**config.mk**
```make
export PLATFORM = sky130hd
export DESIGN_NAME = dma_stream_unpacker_flat
export DESIGN_NICKNAME = d
export VERILOG_FILES = /design/src/rtl/dma_stream_unpacker_pkg.sv /design/src/rtl/dma_stream_unpacker_if.sv /design/src/rtl/dma_stream_unpacker_slice_mux.sv /design/src/rtl/dma_stream_unpacker.sv /design/src/flat_wrapper.sv
export SDC_FILE = /design/constraint.sdc
export NUM_CORES = 1
export LEC_CHECK = 0
export ABC_AREA = 1
export CORE_MARGIN = 1
export CORE_UTILIZATION = 45
export CTS_BUF_LIST = sky130_fd_sc_hd__clkbuf_4 sky130_fd_sc_hd__clkbuf_8 sky130_fd_sc_hd__clkbuf_16
export CTS_CLUSTER_SIZE = 20
export DETAILED_ROUTE_END_ITERATION = 12
export MAX_ROUTING_LAYER = met4
export PLACE_DENSITY = 0.73
export SYNTH_ARGS = -nofsm -noshare
export SYNTH_HDL_FRONTEND = slang
export SYNTH_SLANG_ARGS = --single-unit
```
**constraint.sdc**
```tcl
create_clock -name ACLK -period 2.4 [get_ports ACLK]
set_input_delay 0.48 -clock ACLK [delete_from_list [all_inputs] [get_ports ACLK]]
set_output_delay 0.48 -clock ACLK [all_outputs]
set_load 0.01 [all_outputs]
```
**src/rtl/dma_stream_unpacker_pkg.sv**
```systemverilog
// Shared types and elaboration helpers for the DMA stream unpacker.
package dma_unpack_pkg;

  typedef enum logic [1:0] {
    IDLE = 2'd0,
    LOAD = 2'd1,
    EMIT = 2'd2
  } unpack_state_e;

  // Ceiling log2, usable in constant expressions.
  function automatic int clog2(input int value);
    int result;
    int v;
    result = 0;
    v = value - 1;
    while (v > 0) begin
      result = result + 1;
      v = v >> 1;
    end
    return result;
  endfunction

  // True when IN/OUT is an integer ratio that is a power of two and at least 2.
  function automatic bit ratio_ok(input int in_w, input int out_w);
    int r;
    if (out_w <= 0) return 1'b0;
    if ((in_w % out_w) != 0) return 1'b0;
    r = in_w / out_w;
    return (r >= 2) && ((r & (r - 1)) == 0);
  endfunction

endpackage

```
**src/rtl/dma_stream_unpacker_if.sv**
```systemverilog
// Ready/valid handshake bundle; Master drives Valid/Data, Slave drives Ready.
interface ReadyValidIntf #(
  parameter int WIDTH = 16
);
  logic             Valid;
  logic             Ready;
  logic [WIDTH-1:0] Data;

  modport Master (output Valid, output Data, input Ready);
  modport Slave  (input Valid, input Data, output Ready);
endinterface

```
**src/rtl/dma_stream_unpacker_slice_mux.sv**
```systemverilog
// Combinational selector of one OUT_WIDTH slice out of a wide word.
module dma_slice_mux #(
  parameter int IN_WIDTH  = 64,
  parameter int OUT_WIDTH = 16,
  parameter int SUB_WIDTH = 2
) (
  input  logic [IN_WIDTH-1:0]  word_i,
  input  logic [SUB_WIDTH-1:0] sub_i,
  output logic [OUT_WIDTH-1:0] slice_o
);
  localparam int R = IN_WIDTH / OUT_WIDTH;

  logic [OUT_WIDTH-1:0] slices [R];

  genvar gi;
  generate
    for (gi = 0; gi < R; gi++) begin : g_slice
      assign slices[gi] = word_i[gi*OUT_WIDTH +: OUT_WIDTH];
    end
  endgenerate

  // R is a power of two, so sub_i spans exactly the slice array.
  assign slice_o = slices[sub_i];
endmodule

```
**src/rtl/dma_stream_unpacker.sv**
```systemverilog
// Wide-word to narrow-beat unpacker between a queue dequeue port and a beat sink.
// Optional feature macro: DMA_UNPACK_PREFETCH_EN (back-to-back word reload, 1 beat/cycle).
module dma_stream_unpacker
  import dma_unpack_pkg::*;
#(
  parameter int IN_WIDTH  = 64,
  parameter int OUT_WIDTH = 16,
  parameter int LEN_WIDTH = 16
) (
  input  logic                 ACLK,
  input  logic                 ARESETn,
  input  logic                 Abort,
  input  logic                 Start,
  input  logic [LEN_WIDTH-1:0] Length,
  output logic                 Busy,
  output logic                 Done,
  ReadyValidIntf.Slave         InIntf,
  ReadyValidIntf.Master        OutIntf
);
  localparam int R         = IN_WIDTH / OUT_WIDTH;
  localparam int SUB_WIDTH = clog2(R);
  localparam logic [SUB_WIDTH-1:0] SUB_LAST = SUB_WIDTH'(R - 1);

  generate
    if (!ratio_ok(IN_WIDTH, OUT_WIDTH)) begin : g_bad_ratio
      $error("dma_stream_unpacker: IN_WIDTH/OUT_WIDTH must be a power of two >= 2");
    end
  endgenerate

  unpack_state_e          state_q, state_d;
  logic [IN_WIDTH-1:0]    word_q, word_d;
  logic [SUB_WIDTH-1:0]   sub_q, sub_d;
  logic [LEN_WIDTH-1:0]   remaining_q, remaining_d;
  logic                   done_q, done_d;

  logic                   in_ready;
  logic                   out_valid;
  logic                   busy;
  logic                   in_hs;
  logic                   out_hs;
  logic                   last_slice;
  logic                   last_beat;
  logic [OUT_WIDTH-1:0]   slice;

  assign in_hs      = InIntf.Valid & in_ready;
  assign out_hs     = out_valid & OutIntf.Ready;
  assign last_slice = (sub_q == SUB_LAST);
  assign last_beat  = (remaining_q == LEN_WIDTH'(1));

  dma_slice_mux #(
    .IN_WIDTH  (IN_WIDTH),
    .OUT_WIDTH (OUT_WIDTH),
    .SUB_WIDTH (SUB_WIDTH)
  ) u_slice_mux (
    .word_i  (word_q),
    .sub_i   (sub_q),
    .slice_o (slice)
  );

  // State register.
  always_ff @(posedge ACLK or negedge ARESETn) begin
    if (!ARESETn) begin
      state_q <= IDLE;
    end else begin
      state_q <= state_d;
    end
  end

  // Next-state logic; Abort overrides every other condition.
  always_comb begin
    state_d = state_q;
    if (Abort) begin
      state_d = IDLE;
    end else begin
      case (state_q)
        IDLE: if (Start && (Length != '0)) state_d = LOAD;
        LOAD: if (in_hs) state_d = EMIT;
        EMIT: begin
          if (out_hs) begin
            if (last_beat) begin
              state_d = IDLE;
            end else if (last_slice) begin
`ifdef DMA_UNPACK_PREFETCH_EN
              // A reload in the same cycle keeps us emitting without a bubble.
              if (!in_hs) state_d = LOAD;
`else
              state_d = LOAD;
`endif
            end
          end
        end
        default: state_d = IDLE;
      endcase
    end
  end

  // Handshake and status outputs decoded from the current state.
  always_comb begin
    in_ready  = 1'b0;
    out_valid = 1'b0;
    busy      = 1'b0;
    case (state_q)
      LOAD: begin
        in_ready = 1'b1;
        busy     = 1'b1;
      end
      EMIT: begin
        out_valid = 1'b1;
        busy      = 1'b1;
`ifdef DMA_UNPACK_PREFETCH_EN
        // Only pull the next word when the current last slice is leaving and more beats remain.
        if (last_slice && !last_beat) in_ready = OutIntf.Ready;
`endif
      end
      default: ;
    endcase
  end

  // Datapath next values: word capture, slice index, beat counter and Done pulse.
  always_comb begin
    word_d      = word_q;
    sub_d       = sub_q;
    remaining_d = remaining_q;
    done_d      = 1'b0;
    if (Abort) begin
      // A word handshaked in this cycle is dropped on purpose.
      sub_d       = '0;
      remaining_d = '0;
    end else begin
      case (state_q)
        IDLE: begin
          if (Start) begin
            if (Length != '0) remaining_d = Length;
            else              done_d      = 1'b1;
          end
        end
        LOAD: begin
          if (in_hs) begin
            word_d = InIntf.Data;
            sub_d  = '0;
          end
        end
        EMIT: begin
          if (out_hs) begin
            remaining_d = remaining_q - LEN_WIDTH'(1);
            sub_d       = sub_q + SUB_WIDTH'(1);
            if (last_beat) done_d = 1'b1;
          end
`ifdef DMA_UNPACK_PREFETCH_EN
          if (in_hs) begin
            word_d = InIntf.Data;
            sub_d  = '0;
          end
`endif
        end
        default: ;
      endcase
    end
  end

  // Datapath registers.
  always_ff @(posedge ACLK or negedge ARESETn) begin
    if (!ARESETn) begin
      word_q      <= '0;
      sub_q       <= '0;
      remaining_q <= '0;
      done_q      <= 1'b0;
    end else begin
      word_q      <= word_d;
      sub_q       <= sub_d;
      remaining_q <= remaining_d;
      done_q      <= done_d;
    end
  end

  assign InIntf.Ready  = in_ready;
  assign OutIntf.Valid = out_valid;
  assign OutIntf.Data  = slice;
  assign Busy          = busy;
  assign Done          = done_q;

endmodule

```
**src/flat_wrapper.sv**
```systemverilog
// flat-port wrapper written by rule: the top's interface ports become plain ports
module dma_stream_unpacker_flat import dma_unpack_pkg::*;
#(
  parameter int IN_WIDTH  = 64,
  parameter int OUT_WIDTH = 16,
  parameter int LEN_WIDTH = 16
)
  (ACLK, ARESETn, Abort, Start, Length, Busy, Done, InIntf_Valid, InIntf_Data, InIntf_Ready, OutIntf_Valid, OutIntf_Data, OutIntf_Ready);
  ReadyValidIntf #(.WIDTH(64)) InIntf_i ();
  ReadyValidIntf #(.WIDTH(16)) OutIntf_i ();
  input  logic ACLK;
  input  logic ARESETn;
  input  logic Abort;
  input  logic Start;
  input  logic [LEN_WIDTH-1:0] Length;
  output logic Busy;
  output logic Done;
  input wire logic [$bits(InIntf_i.Valid)-1:0] InIntf_Valid;
  input wire logic [$bits(InIntf_i.Data)-1:0] InIntf_Data;
  output wire logic [$bits(InIntf_i.Ready)-1:0] InIntf_Ready;
  output wire logic [$bits(OutIntf_i.Valid)-1:0] OutIntf_Valid;
  output wire logic [$bits(OutIntf_i.Data)-1:0] OutIntf_Data;
  input wire logic [$bits(OutIntf_i.Ready)-1:0] OutIntf_Ready;
  assign InIntf_i.Valid = InIntf_Valid;
  assign InIntf_i.Data = InIntf_Data;
  assign InIntf_Ready = InIntf_i.Ready;
  assign OutIntf_Valid = OutIntf_i.Valid;
  assign OutIntf_Data = OutIntf_i.Data;
  assign OutIntf_i.Ready = OutIntf_Ready;
  dma_stream_unpacker #(.IN_WIDTH(IN_WIDTH), .OUT_WIDTH(OUT_WIDTH), .LEN_WIDTH(LEN_WIDTH)) u_core (.ACLK(ACLK), .ARESETn(ARESETn), .Abort(Abort), .Start(Start), .Length(Length), .Busy(Busy), .Done(Done), .InIntf(InIntf_i), .OutIntf(OutIntf_i));
endmodule
```
# After elaboration in Yosys (flattened, before gate mapping)
# Cells that the tools add are included.
[totals]
reg_bits = 85
latch_bits = 0
ram_bits = 0
romBits = 0
inputBits = 86
output_inout_bits = 20
wordCells = 60
memories = 0
[op_classes]
addsub = 2
multipliers = 0
div = 0
magnitude_cmp = 1
n_eq_ne = 10
shift = 0
n_mux = 28
bitwise_logic = 4
reduce_logical = 10
[ops]
columns = ["op", "count"]
rows = [
  ["$mux 16", 6],
  ["$bmux 16 s2", 1],
  ["$pmux 16 s2", 1],
  ["$mux 2", 9],
  ["$eq 16x1->1 const B", 1],
  ["$reduce_bool 16->1", 1],
  ["$sub 16x1->16 const B", 1],
  ["$ne 3x2->1 const B", 4],
  ["$mux 1", 8],
  ["$reduce_and 4->1", 2],
  ["$pmux 2 s3", 1],
  ["$reduce_and 3->1", 2],
  ["$reduce_bool 3->1", 2],
  ["$eq 2x2->1 const B", 2],
  ["$ne 4x2->1 const B", 1],
  ["$pmux 2 s2", 1],
  ["$ge 3x3->1 const B", 1],
  ["$ne 3x3->1 const B", 1],
  ["$not 2->3", 1],
  ["$add 2x1->2 const B", 1],
  ["$and 1x1->1", 2],
  ["$eq 2x1->1 const B", 1],
  ["$logic_not 2->1", 1],
  ["$pmux 1 s2", 1],
  ["3 further kinds", 3],
]

# Depth between registers and ports, before layout
[depth]
ltp_word = 6
mapped_depth = 13

# Cells and area by module
# From an unflattened synthesis, not the netlist that was laid out.
[unflattened]
cells_unflattened = 598
area_unflattened_um2 = 5176.2
[by_module_without_submodules]
columns = ["mod", "instances", "cells_each", "area_per_inst_um2", "seq_area_each_um2"]
rows = [
  ["dma_stream_unpacker", 1, 410, 4370.4, 2127.0],
  ["dma_slice_mux", 1, 188, 805.8, 0.0],
]

# Least setup slack after synthesis
# Ideal clock, no wire load.
[synth_path]
path_kind = "register to register"
start = "register u_core.state_q[0]"
end = "register u_core.remaining_q[3]"
setup_ps = 117
arrival_time_ps = 1662
required_ps = 2283
path_slack_ps = 622
stages_incl_launch_ff = 14
path_buffers = 2
path_cell_list = "dfrtp_1 > inv_1 > ha_1 > buf_6 > inv_4 > nor2_2 > nand2_2 > o21ai_2 > inv_2 > nand3_4 > nor2_4 > buf_6 > nand2_1 > nand2_1"
[synth_via]
elab_chain_cells = 5
word_cells_on_any_way = 11
cone_classes = "eq/ne (4); mux (3); bitwise (1); reduce/logical (3)"
[synth_lines]
columns = ["element", "line_no", "text"]
rows = [
  ["from (decl)", "dma_stream_unpacker.sv:30", "unpack_state_e state_q, state_d;"],
  ["from (signal assigned)", "dma_stream_unpacker.sv:65", "state_q <= state_d;"],
  ["$eq 2x2->1", "dma_stream_unpacker.sv:102", "case (state_q)"],
  ["$mux 1", "dma_stream_unpacker.sv:102", ""],
  ["named net OutIntf_Valid", "flat_wrapper.sv:21", "output wire logic [$bits(OutIntf_i.Valid)-1:0] OutIntf_Valid;"],
  ["$and 1x1->1", "dma_stream_unpacker.sv:46", "assign out_hs = out_valid & OutIntf.Ready;"],
  ["$ne 3x2->1 (no source line)", "n/a", ""],
  ["$reduce_and 4->1 (no source line)", "n/a", ""],
  ["to (signal assigned)", "dma_stream_unpacker.sv:171", "remaining_q <= remaining_d;"],
  ["to (decl)", "dma_stream_unpacker.sv:33", "logic [LEN_WIDTH-1:0] remaining_q, remaining_d;"],
]
# The timed path passes the listed nets, and every way through them passes these cells.
# A chain may end at the register's enable or synchronous reset.

# Worst setup path in the final report
[layout_path]
start = "register u_core.state_q[1]"
end = "output InIntf_Ready"
[layout_via]
elab_chain_cells = 2
[layout_lines]
columns = ["element", "line_no", "text"]
rows = [
  ["$eq 2x1->1", "dma_stream_unpacker.sv:102", ""],
  ["$mux 1", "dma_stream_unpacker.sv:102", ""],
  ["to (decl)", "flat_wrapper.sv:20", "output wire logic [$bits(InIntf_i.Ready)-1:0] InIntf_Ready;"],
]
# Every way passes these cells.

==> impl_summary.md <==
Outcome
The flow ran to the end, and the final reports show no timing, DRC or antenna violations.

Yosys
The cell type with the highest aggregate area in the netlist is dfrtp_1. After technology mapping, the gate count stands at 494. For this run, the number of Yosys warnings is 0.

The xor and xnor fraction of the mapped netlist area is 0%. In the post-synthesis netlist, the biggest area contributors are dfrtp_1, mux2_2, nand2_1, nor2_1, o21ai_0. After synthesis, the largest family of logic cells by area is simple AND/OR/NAND/NOR gates. The share of flip-flops with an asynchronous set or reset after synthesis is 100%. In the synthesized netlist the dominant register cell turns out to be dfrtp_1. The adder-cell area share of the yosys netlist is 2.25%. The number of synthesized register bits is 85.

The multiplexer share of the synthesized area is 16.2%. The net count of the mapped netlist is 588. The share of the synthesized area in compound gates (AO/OA/AOI/OAI) is 8.43%. The part of the Yosys area used for sequential elements is 47.8%. A synthesized cell averages 9.01 um2. The share of synthesized area in the top cell type comes to 47.8%.

Counting flops with a built-in enable in the synthesized netlist gives 0. The synthesized netlist contains 29 unique library cells. Summing the areas of all and, or, nand and nor instances in the mapped netlist gives 20.9% of the synthesized area. The synthesized netlist occupies a cell area of 4450 um2.

Detailed routing
The total via count after detailed routing is 3,729. After the first detailed-routing iteration, the DRC count stood at 173. After detailed routing, the average wire length per cell comes to 14.4 um.

The DRC violation count after routing is 0. The count of nets left with antenna violations after detail routing is 0. Before antenna repair, the detailed router went through 4 iterations. The post-detailed-routing wire length is 10,600 um. After detailed routing, the number of vias per cell comes to 5.05.

Clock tree
The insertion delay of the later-clocked pin in the worst-skew pair is 0.34 ns. The number of buffers created by CTS is 9. The CTS tree is built.

The H-tree was split into 3 levels. The clock-pin slew on the worst setup and hold paths is 0.09 ns. Clock tree synthesis found a total of 85 sinks. The master cell of the clock root buffer is clkbuf_8.

The total setup buffers inserted after CTS is 0. The number of hold buffers added after cts is 0. The clock passes through at most 2 buffers.

GRT
Global routing consumed, over all layers together, 23.3% of the routing resources. The maximum number of pins on one net before global-route repair is 51. The first global-routing pass estimated 17,900 um of wire.

The total grt overflow is 0. The initial antenna violation count was 0. The via count of the first global-routing pass is 3,810.

Floorplan
The die outline height is 101 um. The number of core rows is 35. The floorplan step set the die width to 101 um. The I/O pin count is 106. The area of the core is 9420 um2. The initial cell density of the core is 47.3%.

The die area is 10,300 um2.

Setup path
The element type at the critical path start is a register. The worst setup path startpoint is u_core.state_q[1]. Walking the worst path, the cells encountered are inv_1, ha_1, clkdlybuf4s50_1. Data arrives at the worst endpoint at 1.71 ns. The launch instance of the worst register-to-register path is u_core.state_q[0]. For this design, the slowest cell found on the critical path is clkdlybuf4s50_1.

The path type of the worst setup path is reg2out. The highest cell delay on the worst timing path is 0.56 ns. Counting cells, the worst reg-to-reg path comes to 11. The endpoint class of the critical path is a primary output. STA puts the critical path data required time at 1.92 ns.

The top fanout value on the critical path is 4.

Final layout
Leaving out fill and tap cells, the most frequent cell in the layout is nand2_1. In the final design database the tool counted 699 nets. In the final layout, the share of cells above drive strength 1 is 18.2%. In the layout the commonest cells are nand2_1, clkdlybuf4s50_1, dfrtp_1.

Excluding fillers, the count of instances in the completed layout stands at 739. The diode insertion count for antenna repair is 0. Summing all non-filler instances in the final layout gives an area of 6010 um2. Compared with the post-synthesis result, the final layout area differs by 35.0%.

Place
The sum of net half-perimeters after detailed placement is 7830 um. In this run the cell area measured after placement is 5720 um2. The count of buffers inserted at the top-level ports is 105. The congestion estimate from routability-driven global placement came to 0.905.

The number of placed cells counting well taps is 723.

Power
In this run the power density over the cells is 1120 nW/um2. The static power due to leakage is 0.00285 uW. IR analysis of the VDD net gives a maximum drop of 0.000589 V. The final total power is 6730 uW.

Timing
The minimum clock period after layout is 2.19 ns. Dividing the final minimum period by the clock period gives 91.3%. Setup violations remaining at the end of the flow were counted as 0.

The accumulated negative setup slack is 0 ns. The maximum operating frequency is 0.457 GHz. The actual slew at the worst max-slew pin is 0.564 ns. Setup repair after global routing left no endpoint under its margin. The number of max-slew violations in the final report was 0.

The minimum hold slack is 0.0890 ns. The final hold violation count is 0. The headroom to the max-slew limit is 62.3%. The clock tree skew after final layout is 0.00906 ns.

Worst hold path
The path type of the worst min-delay path is in2async.

Flow run
Max-cap violations in this run came to 0.
Yosys cell counts (3+ instances only):
cell,count
nand3_1,16
inv_1,22
nor2_1,72
nand2_1,119
buf_2,6
dfrtp_1,85
or2_2,3
inv_2,3
nand4_1,3
mux2_2,64
a21oi_1,7
clkbuf_1,8
ha_1,8
o21ai_0,42
o22ai_1,16
area by class of cell:
cell class,count,area (um2)
multi-input combinational,364,2130
clock buffer,10,131
inverter,26,100
sequential,85,2130
timing repair buffer,119,1240
clock inverter,6,118
fill,781,3410
tap,129,161
state kept, by name, summed over array words and instances, names as in the netlist:
name                cells
u_core.sub_q            2
u_core.state_q          2
u_core.word_q          64
u_core.Done             1
u_core.remaining_q     16
stage by stage:
step           worst slack, ns  util, %
3_5_place_dp             0.240     60.7
5_1_grt                 0.0851     63.8
3_3_place_gp             0.275     60.7
6_report                 0.210     63.8
4_1_cts                0.00487     63.5
2_1_floorplan            0.622        -
worst max-delay path, delay by kind of cell (launching register included):
kind	cells	cell delay, ns
flip-flops	1	0.43
adder cells (fa/ha/maj)	1	0.25
buffers and inverters	2	0.68
path summary, 6_finish.rpt:
path	endpoint	slack, ns
worst max-delay path	InIntf_Ready	0.21
worst min-delay path	u_core.remaining_q[7]	0.09
worst max register to register	u_core.remaining_q[2]	0.46
worst min register to register	u_core.word_q[17]	0.51
max in group asynchronous	u_core.word_q[13]	1.68
min in group ACLK	u_core.word_q[17]	0.51
logic make-up after synthesis:
logic type	after synthesis
buffers and inverters	45
DFF	85
muxes	64
and+or+nand+nor	223
AOI/OAI and AO/OA	69
adders and majority gates	8
timing repair:
action                                  CTS  global route
endpoints found under the setup margin   15            11
gates cloned                              0             0
resized for setup                         8            13
layer usage:
metal	vias to the layer above	global-route usage (%)	share of wire, %
met3	8	6.14	6.9
met2	107	38.0	48
li1	1856	-	-
met1	1758	28.5	44
met5	-	-	0
met4	0	6.69	0.97
power by group:
part / switching (uW) / internal [uW] / leakage, uW
logic: 1480 / 1480 / 0.00168
registers: 412 / 2100 / 0.00104
clock network: 537 / 715 / 0.000122
No activity file was read; power rests on OpenSTA's default activity.
